==> src/rtl/mem_clint_mh_if.sv <==
// Device-bus request/response bundle for the multi-hart CLINT.
// The slave modport is the CLINT side; the master modport is the memory stage.
interface mem_clint_mh_if #(
  parameter int ADDR_W = 64
);
  logic              req_valid_i;
  logic              req_ready_o;
  logic              req_write_i;
  logic [ADDR_W-1:0] req_addr_i;
  logic [1:0]        req_size_i;
  logic [63:0]       req_wdata_i;
  logic              resp_valid_o;
  logic              resp_ready_i;
  logic [63:0]       resp_rdata_o;
  logic [1:0]        resp_code_o;

  modport slave (
    input  req_valid_i, req_write_i, req_addr_i, req_size_i, req_wdata_i, resp_ready_i,
    output req_ready_o, resp_valid_o, resp_rdata_o, resp_code_o
  );

  modport master (
    output req_valid_i, req_write_i, req_addr_i, req_size_i, req_wdata_i, resp_ready_i,
    input  req_ready_o, resp_valid_o, resp_rdata_o, resp_code_o
  );
endinterface

==> src/rtl/mem_clint_mh.sv <==
// Multi-hart CLINT: prescaled mtime, per-hart mtimecmp/msip, registered mtip/msip lines.
// Response one cycle after accept; request port stalls until the response is consumed.
module mem_clint_mh #(
  parameter int                HART_NUM  = 2,
  parameter int                DATA_W    = 64,
  parameter int                ADDR_W    = 64,
  parameter logic [ADDR_W-1:0] BASE_ADDR = ADDR_W'(64'h0200_0000),
  parameter int                TICK_DIV  = 1
) (
  input  logic                clk,
  input  logic                rst,
  mem_clint_mh_if.slave       bus,
  output logic [HART_NUM-1:0] mtip_o,
  output logic [HART_NUM-1:0] msip_o,
  output logic                update_o
);
  localparam int         PW       = (TICK_DIV > 1) ? $clog2(TICK_DIV) : 1;
  localparam logic [1:0] CODE_OK  = 2'b00;
  localparam logic [1:0] CODE_MIS = 2'b10;
  localparam logic [1:0] CODE_DEC = 2'b11;

  typedef enum logic {ST_IDLE, ST_RESP} state_e;
  typedef enum logic [1:0] {RG_MSIP, RG_CMP, RG_MTIME, RG_NONE} region_e;

  state_e              r_state;
  logic                r_resp_valid;
  logic [DATA_W-1:0]   r_rdata;
  logic [1:0]          r_code;
  logic [PW-1:0]       r_presc;
  logic [DATA_W-1:0]   r_mtime;
  logic [DATA_W-1:0]   r_cmp [HART_NUM];
  logic [HART_NUM-1:0] r_msip;
  logic [HART_NUM-1:0] r_mtip;
  logic                r_update;

  logic [ADDR_W-1:0]   w_off;
  region_e             w_region;
  logic [2:0]          w_lane;
  logic [2:0]          w_align;
  logic [7:0]          w_bmask;
  logic [DATA_W-1:0]   w_mask;
  logic [DATA_W-1:0]   w_cur;
  logic [DATA_W-1:0]   w_merged;
  logic [1:0]          w_code;
  logic                w_acc;
  logic                w_wr_ok;
  logic                w_tick;
  logic [DATA_W-1:0]   w_mtime_nxt;
  logic [DATA_W-1:0]   w_cmp_nxt [HART_NUM];
  logic [HART_NUM-1:0] w_msip_nxt;

  always_comb begin
    w_off  = bus.req_addr_i - BASE_ADDR;
    w_lane = bus.req_addr_i[2:0];
    case (bus.req_size_i)
      2'd0:    begin w_bmask = 8'h01; w_align = 3'b000; end
      2'd1:    begin w_bmask = 8'h03; w_align = 3'b001; end
      2'd2:    begin w_bmask = 8'h0F; w_align = 3'b011; end
      default: begin w_bmask = 8'hFF; w_align = 3'b111; end
    endcase
    w_bmask = w_bmask << w_lane;
    for (int i = 0; i < 8; i++) begin
      w_mask[8*i +: 8] = {8{w_bmask[i]}};
    end

    if (w_off < ADDR_W'(4 * HART_NUM)) begin
      w_region = RG_MSIP;
    end else if (w_off >= ADDR_W'(32'h4000) && w_off < ADDR_W'(32'h4000 + 8 * HART_NUM)) begin
      w_region = RG_CMP;
    end else if (w_off >= ADDR_W'(32'hBFF8) && w_off < ADDR_W'(32'hC000)) begin
      w_region = RG_MTIME;
    end else begin
      w_region = RG_NONE;
    end

    // MSIP words are 32-bit, so a dword access there cannot be honoured
    if (w_region == RG_NONE) begin
      w_code = CODE_DEC;
    end else if ((w_lane & w_align) != 3'b000 ||
                 (w_region == RG_MSIP && bus.req_size_i == 2'd3)) begin
      w_code = CODE_MIS;
    end else begin
      w_code = CODE_OK;
    end

    // Doubleword view of the target: an MSIP pair packs even hart in lanes 0-3, odd in 4-7
    w_cur = '0;
    case (w_region)
      RG_MSIP: begin
        for (int h = 0; h < HART_NUM; h++) begin
          if (h / 2 == int'(w_off[4:3])) begin
            if (h % 2 == 1) w_cur[32] = r_msip[h];
            else            w_cur[0]  = r_msip[h];
          end
        end
      end
      RG_CMP: begin
        for (int h = 0; h < HART_NUM; h++) begin
          if (h == int'(w_off[5:3])) w_cur = r_cmp[h];
        end
      end
      RG_MTIME: w_cur = r_mtime;
      default:  w_cur = '0;
    endcase
    w_merged = (w_cur & ~w_mask) | (bus.req_wdata_i & w_mask);
  end

  assign w_acc   = (r_state == ST_IDLE) && bus.req_valid_i;
  assign w_wr_ok = w_acc && bus.req_write_i && (w_code == CODE_OK);
  assign w_tick  = (r_presc == PW'(TICK_DIV - 1));

  // A write to mtime replaces the tick in that cycle; merging uses the pre-tick value
  always_comb begin
    w_mtime_nxt = r_mtime + DATA_W'(w_tick);
    if (w_wr_ok && w_region == RG_MTIME) w_mtime_nxt = w_merged;
    for (int h = 0; h < HART_NUM; h++) begin
      w_cmp_nxt[h] = r_cmp[h];
      if (w_wr_ok && w_region == RG_CMP && h == int'(w_off[5:3])) w_cmp_nxt[h] = w_merged;
      w_msip_nxt[h] = r_msip[h];
      if (w_wr_ok && w_region == RG_MSIP && h / 2 == int'(w_off[4:3])) begin
        w_msip_nxt[h] = (h % 2 == 1) ? w_merged[32] : w_merged[0];
      end
    end
  end

  always_ff @(posedge clk) begin
    if (rst) begin
      r_state      <= ST_IDLE;
      r_resp_valid <= 1'b0;
      r_rdata      <= '0;
      r_code       <= CODE_OK;
      r_presc      <= '0;
      r_mtime      <= '0;
      for (int h = 0; h < HART_NUM; h++) r_cmp[h] <= '1;
      r_msip       <= '0;
      r_mtip       <= '0;
      r_update     <= 1'b0;
    end else begin
      r_presc  <= w_tick ? '0 : r_presc + PW'(1);
      r_mtime  <= w_mtime_nxt;
      for (int h = 0; h < HART_NUM; h++) begin
        r_cmp[h]  <= w_cmp_nxt[h];
        r_mtip[h] <= (w_mtime_nxt >= w_cmp_nxt[h]);
      end
      r_msip   <= w_msip_nxt;
      r_update <= w_wr_ok;
      case (r_state)
        ST_IDLE: begin
          if (bus.req_valid_i) begin
            r_state      <= ST_RESP;
            r_resp_valid <= 1'b1;
            r_code       <= w_code;
            r_rdata      <= (w_code == CODE_OK && !bus.req_write_i) ? (w_cur & w_mask) : '0;
          end
        end
        default: begin
          if (bus.resp_ready_i) begin
            r_state      <= ST_IDLE;
            r_resp_valid <= 1'b0;
          end
        end
      endcase
    end
  end

  assign bus.req_ready_o  = (r_state == ST_IDLE) && !rst;
  assign bus.resp_valid_o = r_resp_valid;
  assign bus.resp_rdata_o = r_rdata;
  assign bus.resp_code_o  = r_code;
  assign mtip_o           = r_mtip;
  assign msip_o           = r_msip;
  assign update_o         = r_update;
endmodule

==> src/flat_wrapper.sv <==
// flat-port wrapper written by rule: the top's interface ports become plain ports
module mem_clint_mh_flat 
#(
  parameter int                HART_NUM  = 2,
  parameter int                DATA_W    = 64,
  parameter int                ADDR_W    = 64,
  parameter logic [ADDR_W-1:0] BASE_ADDR = ADDR_W'(64'h0200_0000),
  parameter int                TICK_DIV  = 1
)
  (clk, rst, mtip_o, msip_o, update_o, bus_req_valid_i, bus_req_write_i, bus_req_addr_i, bus_req_size_i, bus_req_wdata_i, bus_resp_ready_i, bus_req_ready_o, bus_resp_valid_o, bus_resp_rdata_o, bus_resp_code_o);
  mem_clint_mh_if #(.ADDR_W(ADDR_W)) bus_i ();
  input  logic clk;
  input  logic rst;
  output logic [HART_NUM-1:0] mtip_o;
  output logic [HART_NUM-1:0] msip_o;
  output logic update_o;
  input wire logic [$bits(bus_i.req_valid_i)-1:0] bus_req_valid_i;
  input wire logic [$bits(bus_i.req_write_i)-1:0] bus_req_write_i;
  input wire logic [$bits(bus_i.req_addr_i)-1:0] bus_req_addr_i;
  input wire logic [$bits(bus_i.req_size_i)-1:0] bus_req_size_i;
  input wire logic [$bits(bus_i.req_wdata_i)-1:0] bus_req_wdata_i;
  input wire logic [$bits(bus_i.resp_ready_i)-1:0] bus_resp_ready_i;
  output wire logic [$bits(bus_i.req_ready_o)-1:0] bus_req_ready_o;
  output wire logic [$bits(bus_i.resp_valid_o)-1:0] bus_resp_valid_o;
  output wire logic [$bits(bus_i.resp_rdata_o)-1:0] bus_resp_rdata_o;
  output wire logic [$bits(bus_i.resp_code_o)-1:0] bus_resp_code_o;
  assign bus_i.req_valid_i = bus_req_valid_i;
  assign bus_i.req_write_i = bus_req_write_i;
  assign bus_i.req_addr_i = bus_req_addr_i;
  assign bus_i.req_size_i = bus_req_size_i;
  assign bus_i.req_wdata_i = bus_req_wdata_i;
  assign bus_i.resp_ready_i = bus_resp_ready_i;
  assign bus_req_ready_o = bus_i.req_ready_o;
  assign bus_resp_valid_o = bus_i.resp_valid_o;
  assign bus_resp_rdata_o = bus_i.resp_rdata_o;
  assign bus_resp_code_o = bus_i.resp_code_o;
  mem_clint_mh #(.HART_NUM(HART_NUM), .DATA_W(DATA_W), .ADDR_W(ADDR_W), .BASE_ADDR(BASE_ADDR), .TICK_DIV(TICK_DIV)) u_core (.clk(clk), .rst(rst), .bus(bus_i), .mtip_o(mtip_o), .msip_o(msip_o), .update_o(update_o));
endmodule
==> config.mk <==
export PLATFORM = sky130hd
export DESIGN_NAME = mem_clint_mh_flat
export DESIGN_NICKNAME = d
export VERILOG_FILES = /design/src/rtl/mem_clint_mh_if.sv /design/src/rtl/mem_clint_mh.sv /design/src/flat_wrapper.sv
export SDC_FILE = /design/constraint.sdc
export NUM_CORES = 1
export LEC_CHECK = 0
export BUFFER_PORTS_ARGS = -buffer_cell sky130_fd_sc_hd__buf_4
export CORE_MARGIN = 2
export CORE_UTILIZATION = 64
export DETAILED_ROUTE_END_ITERATION = 8
export PLACE_DENSITY = 0.87
export SLEW_MARGIN = 30
export SYNTH_ARGS = -nofsm -noshare
export SYNTH_HDL_FRONTEND = slang
export SYNTH_SLANG_ARGS = --single-unit
==> constraint.sdc <==
create_clock -name clk -period 14.3 [get_ports clk]
set_clock_uncertainty 0.1 [all_clocks]
set_input_delay 0.715 -clock clk [delete_from_list [all_inputs] [get_ports clk]]
set_output_delay 0.715 -clock clk [all_outputs]
set_load 0.1 [all_outputs]
==> flow_summary.ini, run 1 <==
[route]
routed_wirelength_um = 52030
drt-pass1-iter-count = 6
initialDrtViolationCount = 1903
via_count = 16546
wire_per_inst_um = 20.15
avgViaCountPerCell = 6.408
postRouteAntennaNets = 0
drc = 0

[place]
dp_hpwl_um = 35750
gp_congestion = 0.9630
io_buffers = 207

[cts]
clkLatencyLatePin_ns = 0.55
clock_tree.root_cell = clkbuf_16
cts_max_level = 1
cts_tree = built
cts.sinks = 266
hold_buffers = 0
ctsResizeCount = 0
path_clk_slew_ns = 0.06
clock_path_buffers = 3
cts_buffers = 29
cts_setup_buffers = 0

[sta]
setup_tns_ns = 0
post-route-min-period_ns = 7.252
max-slew-margin-rel = 0.3309
slew_violations = 0
fin_hold_ws_ns = 0.3620
rsz0062_at_grt = false
hold_viol_final = 0
min_period_over_period = 0.5071
fmax_mhz = 137.9
setup_viol = 0
tightestPinTransition_ns = 1.002

[logic_synthesis]
yosysWarnings = 0
syn_inst = 2098
synthXorXnorAreaFrac = 0.03357
syn_nets = 2368
yosysUniqueCellTypes = 66
synth_seq_cells = 266
synthSimpleGateAreaFrac = 0.2330
yosysSeqAreaShare = 0.3240
synthAdderAreaFrac = 0.1028
ys_dominant_reg_cell = dfxtp_1
synth-edff-count = 0
muxShareOfSynthArea = 0.08116
synth_top_family_by_area = simple AND/OR/NAND/NOR gates
async_flop_share = 0
syn-mean-instance-area_um2 = 7.833
synth_compound_area_frac = 0.1904
syn_area_um2 = 16430

[layout]
nNetsFinal = 2498
ff_latch_area_um2 = 5325
final_common_cell = nand2_1
layout-drive-gt1-share = 0.1356
syn_to_final_growth_pct = 16.51
n_fill_cell = 1821
final_cell_mix = nand2_1 (360), dfxtp_1 (266), nor2_1 (251), buf_4 (227), a21oi_1 (163)
multi_input_comb_area_um2 = 10610
final_util = 0.7604

[floorplanning]
die_area_um2 = 26980
initial_core_util = 0.6526
die_width_um = 164.2
num_rows = 58
core_um2 = 25180
fp.dieH_um = 164.2
io_pins = 208

[hold_path]
hold_path.class = register to register

[global_routing]
track_usage = 0.3731
overflow = 0
grt_pass1_wl_um = 81190
grt_max_degree = 95
antenna_found_initial = 2
first_global_vias = 15910

[critical_path]
r2r_cells = 16
critical_path.startpoint = bus_req_addr_i[29]
r2r_slack_ns = 8.96
crit_end = u_core.mtip_o[0]
r2r-end = u_core.mtip_o[1]
r2r-start = u_core.r_state
required_ns = 14.68
worstPathArrival_ns = 7.63
path_max_fanout = 70
critPathCaptureType = register
critPathKind = primary input to register
startpoint_type = primary input

[pwr]
cellPowerDensity_nw_per_um2 = 87.50
peakVddDrop_mv = 0.08042
leakage_nw = 8.553

[run_status]
outcome = finished clean

[flow_run]
cap_violations = 0
## worst max-delay path, stage by stage
cell and delay (ns):
buf_4 0.12, nor3_1 0.46, nand4_1 0.37, nor4bb_1 0.42, mux2i_1 0.23, a21oi_1 0.10
o22a_1 0.21, or4_1 0.54, ha_1 0.23, or3b_1 0.16, buf_4 0.62, or3_4 0.67
buf_4 0.70, a21oi_1 0.23, ha_1 0.36, nand4_1 0.10, nor2_1 0.14, nand3_1 0.16
nor3_1 0.38, o311ai_0 0.29, and3_1 0.25, o21ai_0 0.13
## final cells by class
type | count | area share
inverters | 20 | 0.004051
diodes | 2 | 0.0002614
clock buffers | 42 | 0.04358
repair buffers | 227 | 0.08900
clock inverters | 11 | 0.009540
multi-input cells | 1684 | 0.5539
well taps | 330 | 0.02156
flip-flops and latches | 266 | 0.2781
## where the power goes
part,internal [W],switching (W)
registers,0.000743,0.00000139
clock network,0.000493,0.000313
logic,0.0000480,0.0000784
## synthesized netlist by cell type, types with 25 or more instances
master	number	area (µm²)
a211oi_1	46	345.3
a21o_1	25	187.7
a21oi_1	163	815.8
a2bb2oi_1	56	490.5
and2_1	41	256.5
clkbuf_1	103	386.6
dfxtp_1	266	5325
ha_1	135	1689
mux2i_1	122	1221
nand2_1	360	1351
nand3_1	41	205.2
nand4_1	47	294.0
nor2_1	251	942.2
nor3_1	26	130.1
o21a_1	35	262.8
o21ai_0	121	605.6
xnor2_1	37	324.1
xor2_1	26	227.7
## routing by layer
layer / GRT usage / up-vias / part of all wire
met1: 0.4743 / 7745 / 0.40
met2: 0.6149 / 917 / 0.45
met5: 0 / - / 0
met3: 0.06768 / 166 / 0.11
met4: 0.1715 / 0 / 0.043
li1: - / 7718 / -
## through the flow
stage	total power (W)	setup WS [ns]	std cells	cell area (µm²)
after detailed placement	0.0008819	6.724	2527	18120
after global routing	0.001712	6.596	2582	19150
after global placement	0.0008801	6.938	2527	18100
final	0.001676	7.048	2582	19150
after floorplan	0.0008263	8.526	2098	16430
after CTS	0.001672	7.239	2580	19130
## flip-flops by register name, summed over array words and instances (netlist names)
register                 flops
u_core.msip_o                2
u_core.mtip_o                2
u_core.bus.resp_code_o       2
u_core.r_cmp               128
u_core.update_o              1
u_core.r_mtime              64
u_core.bus.resp_valid_o      1
u_core.bus.resp_rdata_o     64
u_core.r_state               1
u_core.r_presc               1
## worst min-delay path by stage
stage,cells past startpoint,endpoint,startpoint,slack [ns]
after global routing,4,u_core.r_state,bus_resp_ready_i,0.39
after detailed placement,2,u_core.bus.resp_rdata_o[39],u_core.bus.resp_rdata_o[39],0.36
after floorplan,2,u_core.r_cmp[0][96],u_core.r_cmp[0][96],0.35
after global placement,2,u_core.bus.resp_rdata_o[39],u_core.bus.resp_rdata_o[39],0.35
after CTS,2,u_core.bus.resp_rdata_o[39],u_core.bus.resp_rdata_o[39],0.36
final,2,u_core.bus.resp_rdata_o[39],u_core.bus.resp_rdata_o[39],0.36
## cell families after synthesis
logic type,after synthesis
muxes,132
buffers and inverters,148
DFF,266
other,1
AOI/OAI and AO/OA,498
adders and majority gates,135
xor gates and xnor gates,63
and+or+nand+nor,855
Note: power is estimated with default switching activity, not from simulation.
==> run 2, diff against run 1 <==
--- a/config.mk
+++ b/config.mk
@@ -7,9 +7,9 @@
 export LEC_CHECK = 0
 export BUFFER_PORTS_ARGS = -buffer_cell sky130_fd_sc_hd__buf_4
 export CORE_MARGIN = 2
-export CORE_UTILIZATION = 64
+export CORE_UTILIZATION = 53
 export DETAILED_ROUTE_END_ITERATION = 8
-export PLACE_DENSITY = 0.87
+export PLACE_DENSITY = 0.77
 export SLEW_MARGIN = 30
 export SYNTH_ARGS = -nofsm -noshare
 export SYNTH_HDL_FRONTEND = slang
==> constraint.sdc (replaced) <==
create_clock -name clk -period 5.8 [get_ports clk]
set_clock_uncertainty 0.1 [all_clocks]
set_input_delay 0.29 -clock clk [delete_from_list [all_inputs] [get_ports clk]]
set_output_delay 0.29 -clock clk [all_outputs]
set_load 0.1 [all_outputs]
==> run 2 against run 1 <==
First-iteration DRC count down 21%. Non-clock buffer count up 56. Combinational power rose to 2.5 times the previous value. Cell count up 4.8%. Total power rose to 2.6 times the previous value. Cell area up 4.7%. Worst setup slack worse by 6.7 ns. Count of clock-buffer cells in the layout unchanged. Core utilization down 11 points. Register-to-register slack worse by 8.1 ns. Via count down 0.54%. Routed wire length up 1.1%. Critical path type unchanged. Critical endpoint unchanged. Highest routed layer unchanged.
==> flow_summary.ini, run 2 (same netlist as run 1, synthesis figures left out) <==
[global_routing]
grt_pass1_wl_um = 82490
first_global_vias = 15560
antenna_found_initial = 0
track_usage = 0.3080
overflow = 0
grt_max_degree = 162

[critical_path]
slowest_stage = or4_1
r2r_slack_ns = 0.87
worstPathArrival_ns = 5.84
startpoint_type = primary input
r2r-start = u_core.r_mtime[0]
required_ns = 6.15
cp_slowest_stage_delay_ns = 0.54
path_buf_inv = 4
r2r_cells = 16
r2r-end = u_core.mtip_o[0]
cp_top_family = simple AND/OR/NAND/NOR gates
path_depth = 26
critPathKind = primary input to register
path_max_fanout = 29
critPathCaptureType = register
critical_path.startpoint = bus_req_addr_i[36]
cpMostUsedCell = o21ai_0

[floorplanning]
fp.dieH_um = 180.1
die_width_um = 180.1
num_rows = 64
core_um2 = 30590
die_area_um2 = 32430
initial_core_util = 0.5373
io_pins = 208

[layout]
final_common_cell = nand2_1
multi_input_comb_area_um2 = 10660
n_fill_cell = 2600
finalInstanceArea_um2 = 20040
layout-drive-gt1-share = 0.1632
antenna_cells = 0
layoutNonFillerInstCount = 2706
ff_latch_area_um2 = 5325
nNetsFinal = 2556
final_cell_mix = nand2_1 (360), buf_4 (267), dfxtp_1 (266), nor2_1 (251), a21oi_1 (162)
largest_register = u_core.r_cmp
syn_to_final_growth_pct = 21.93
largest_reg_flops = 128

[sta]
hold_viol_final = 0
post-route-min-period_ns = 5.487
tightestPinTransition_ns = 1.008
fmax_mhz = 182.2
slew_violations = 0
setup_viol = 0
min_period_over_period = 0.9461
rsz0062_at_grt = false
fin_hold_ws_ns = 0.04170
max-slew-margin-rel = 0.3221

[place]
placed_cells = 2644
placed_area_um2 = 18740
gp_congestion = 0.9257
dp_hpwl_um = 37330
io_buffers = 207

[cts]
clock_tree.root_cell = clkbuf_16
cts_tree = built
cts_max_level = 1
path_clk_slew_ns = 0.06
cts.sinks = 266
cts_buffers = 31
clkLatencyLatePin_ns = 0.57
clock_path_buffers = 3

[route]
drc = 0
routed_wirelength_um = 52580
postRouteAntennaNets = 0
via_count = 16457
top_layer = met4
drt-pass1-iter-count = 5
dr_wl_met3_um = 4414
initialDrtViolationCount = 1497
wire_per_inst_um = 19.43
avgViaCountPerCell = 6.082
wl_met2_um = 23570
wl_met1_um = 23140

[pwr]
power_frac_comb = 0.074
seq_power_share = 0.421
sw_frac_of_total = 0.2338
leakage_nw = 8.982
p_sw_w = 0.001018
internal_power_w = 0.003337
cellPowerDensity_nw_per_um2 = 217.4
peakVddDrop_mv = 0.2203
clockPowerShare = 0.505

[hold_path]
hold_path_depth = 4
hold_path.class = primary input to register
min-delay-start = bus_req_write_i
min_to = u_core.update_o

[run_status]
outcome = finished clean

[flow_run]
cap_violations = 0
## run 2: what timing repair did
action,in CTS,in global routing
buffers inserted,0,1
resized for setup,0,9
hold buffers,2,0
setup endpoints to repair,0,2
hold endpoints to repair,2,0
## run 2: power by group through the flow
stage	Sequential (W)	Combinational [W]	Clock, W
6_report	0.00183	0.000321	0.00220
5_1_grt	0.00183	0.000342	0.00228
4_1_cts	0.00183	0.000313	0.00221
3_5_place_dp	0.00187	0.000310	0
3_3_place_gp	0.00187	0.000305	0
2_1_floorplan	0.00189	0.000151	0
## run 2: metal layers
layer	vias to the layer above	GRT usage
li1	7822	-
met1	7800	0.4238
met2	724	0.5061
met3	111	0.04264
met4	0	0.08710
met5	-	0
## run 2: worst max path at each step
| stage | slack (ns) | to |
|---|---|---|
| 3_5_place_dp | -0.48 | u_core.mtip_o[1] |
| 3_3_place_gp | -0.37 | u_core.mtip_o[1] |
| 5_1_grt | 0.004 | u_core.mtip_o[0] |
| 2_1_floorplan | 0.45 | u_core.mtip_o[0] |
| 6_report | 0.31 | u_core.mtip_o[0] |
| 4_1_cts | 0.07 | u_core.mtip_o[1] |
## run 2: final cells by class
cell class	count	share of cell area
multi-input cells	1684	0.5321
well taps	396	0.02473
flip-flops and latches	266	0.2657
clock buffers	42	0.04627
clock inverters	15	0.01186
inverters	20	0.004121
repair buffers	283	0.1152
## run 2: stage by stage
stage	setup slack [ns]	utilization	power (W)	TNS (ns)
final	0.3126	0.6551	0.004356	0
after global placement	-0.3707	0.6125	0.002179	-0.6391
after detailed placement	-0.4764	0.6128	0.002185	-0.7932
after floorplan	0.4509	-	0.002037	0
after global routing	0.003707	0.6551	0.004459	0
after CTS	0.07468	0.6515	0.004361	0
## run 2: tightest hold or removal path, stage by stage
cell     delay [ns]
buf_4          0.12
nand4_1        0.09
buf_4          0.12
nor2_1         0.04
==> run 3, diff against run 2 <==
--- a/config.mk
+++ b/config.mk
@@ -6,10 +6,11 @@
 export NUM_CORES = 1
 export LEC_CHECK = 0
 export BUFFER_PORTS_ARGS = -buffer_cell sky130_fd_sc_hd__buf_4
+export CAP_MARGIN = 5
 export CORE_MARGIN = 2
-export CORE_UTILIZATION = 53
+export CORE_UTILIZATION = 59
 export DETAILED_ROUTE_END_ITERATION = 8
-export PLACE_DENSITY = 0.77
+export PLACE_DENSITY = 0.81
 export SLEW_MARGIN = 30
 export SYNTH_ARGS = -nofsm -noshare
 export SYNTH_HDL_FRONTEND = slang
==> constraint.sdc (replaced) <==
create_clock -name clk -period 5.4 [get_ports clk]
set_clock_uncertainty 0.1 [all_clocks]
set_input_delay 0.27 -clock clk [delete_from_list [all_inputs] [get_ports clk]]
set_output_delay 0.27 -clock clk [all_outputs]
set_load 0.1 [all_outputs]
==> run 3 against run 2 <==
Sequential cell count did not move. Critical path depth shrank 2. Global-route usage increased by 6.7 points. Critical path type unchanged. Largest cell class unchanged. Largest power group unchanged. Highest routed layer unchanged.
==> flow_summary.ini, run 3 (same netlist as run 1, synthesis figures left out) <==
[run_status]
outcome = finished clean

[cts]
cts_tree = built
path_clk_slew_ns = 0.06
clock_path_buffers = 3
cts.sinks = 266
clkLatencyLatePin_ns = 0.57
cts_max_level = 1
cts_buffers = 30
clock_tree.root_cell = clkbuf_16

[hold_path]
hold_path_depth = 2
min-delay-start = rst
hold_path.class = primary input to register
min_to = u_core.bus.resp_rdata_o[11]

[sta]
setup_viol = 0
min_period_over_period = 0.9715
hold_viol_final = 0
slew_violations = 0
finalWorstSetupSlack_ns = 0.1539
setup_tns_ns = 0
post-route-min-period_ns = 5.246
max-slew-margin-rel = 0.3657
tightestPinTransition_ns = 0.9514
fmax_mhz = 190.6

[critical_path]
required_ns = 5.74
critPathKind = primary input to register
r2r-start = u_core.r_mtime[0]
path_max_fanout = 10
startpoint_type = primary input
crit_chain = buf_4 -> inv_1 -> ha_1 -> buf_4 -> inv_1 -> o21a_1 -> nor4_2 -> o2111a_1 -> o2111ai_1 -> or4_4 -> ha_1 -> buf_4 -> and4b_1 -> nand3_2 -> buf_4 -> buf_4 -> mux2i_1 -> ha_1 -> and3_1 -> a31oi_1 -> nor4_1 -> o311ai_1 -> and3_1 -> o21ai_0
cp_slowest_stage_delay_ns = 0.52
cpMostUsedCell = buf_4
slowest_stage = or4_4
r2r_cells = 18
critPathCaptureType = register
r2r-end = u_core.mtip_o[0]
r2r_slack_ns = 0.74
worstPathArrival_ns = 5.59

[layout]
syn_to_final_growth_pct = 31.00
final_common_cell = buf_4
largest_register = u_core.r_cmp
largest_reg_flops = 128
layout-drive-gt1-share = 0.2363
finalInstanceArea_um2 = 21530
final_cell_mix = buf_4 (465), nand2_1 (360), dfxtp_1 (266), nor2_1 (246), a21oi_1 (157)
layoutNonFillerInstCount = 2884
nNetsFinal = 2754

[route]
initialDrtViolationCount = 2060
postRouteAntennaNets = 0
routed_wirelength_um = 57220
drc = 0
wire_per_inst_um = 19.84
via_count = 17732
drt-pass1-iter-count = 6
avgViaCountPerCell = 6.148

[place]
placed_cells = 2825
placed_area_um2 = 20150
preCtsSetupSlack_ns = -0.8652
io_buffers = 207
gp_congestion = 0.9575
dp_hpwl_um = 40700

[floorplanning]
initial_core_util = 0.5948
fp.dieH_um = 170.9
num_rows = 61
io_pins = 208
die_area_um2 = 29210
core_um2 = 27630
die_width_um = 170.9

[pwr]
cellPowerDensity_nw_per_um2 = 217.3
peakVddDrop_mv = 0.2058
leakage_nw = 9.933
power_w = 0.004679

[global_routing]
antenna_found_initial = 1
first_global_vias = 16618
grt_max_degree = 115
track_usage = 0.3755
grt_pass1_wl_um = 87400
overflow = 0

[flow_run]
cap_violations = 0
run 3: cell types whose count changed in the layout (fill, tap and decap cells not counted), sizes merged:
cell	previous run	this run
clkbuf	43	39
diode	0	1
bufinv	6	8
buf	280	479
clkinv	7	3
dlygate4sd3	2	3
clkinvlp	1	2
run 3: per-stage QoR:
step	hold slack, ns	util
2_1_floorplan	0.3151	-
3_3_place_gp	0.3502	0.7291
3_5_place_dp	0.3638	0.7294
4_1_cts	0.01094	0.7722
5_1_grt	0.03685	0.7792
6_report	0.01944	0.7792
run 3: what timing repair did:
action / in CTS / in global routing
pin swaps: 1 / 9
resized for setup: 6 / 49
setup endpoints to repair: 2 / 2
hold buffers: 3 / 0
hold endpoints to repair: 2 / 0
buffers inserted: 1 / 1
run 3: worst max-delay path by stage:
stage | slack, ns | start | cells after the start | to
floorplan | 0.07 | bus_req_addr_i[25] | 26 | u_core.mtip_o[0]
global placement | -0.65 | bus_req_addr_i[29] | 25 | u_core.mtip_o[0]
detailed placement | -0.87 | bus_req_addr_i[29] | 25 | u_core.mtip_o[0]
CTS | 0.03 | bus_req_addr_i[36] | 26 | u_core.mtip_o[0]
global route | -0.02 | bus_req_addr_i[29] | 27 | u_core.mtip_o[0]
finish | 0.15 | bus_req_addr_i[25] | 24 | u_core.mtip_o[0]
run 3: cell type report:
type                    instances  area (µm²)
diodes                          1       2.502
clock buffers                  39       835.8
clock inverters                14       282.8
fillers                      1948        6100
inverters                      20       80.08
multi-input cells            1684       10770
flip-flops and latches        266        5325
well taps                     378       473.0
repair buffers                482        3765
run 3: metal layers:
layer | share of wire | vias up | wire, µm | track usage
met5 | 0 | - | 0 | 0
met4 | 0.040 | 0 | 2263 | 0.1606
met3 | 0.11 | 171 | 6298 | 0.06847
met2 | 0.45 | 1045 | 25510 | 0.5967
met1 | 0.40 | 8304 | 23150 | 0.5014
li1 | - | 8212 | - | -
run 3: critical path: cells and delay by family:
kind | cells | cell delay (ns)
AOI/OAI and AO/OA | 6 | 1.24
adders and majority gates | 3 | 0.81
buffers and inverters | 7 | 1.01
muxes | 1 | 0.42
and+or+nand+nor | 7 | 1.80
run 3: power breakdown:
part	leakage (nW)	internal [W]	switching [W]	total, W
Clock	0.539	0.00147	0.000867	0.00233
Combinational	7.24	0.000155	0.000222	0.000376
Sequential	2.15	0.00197	0.00000330	0.00197
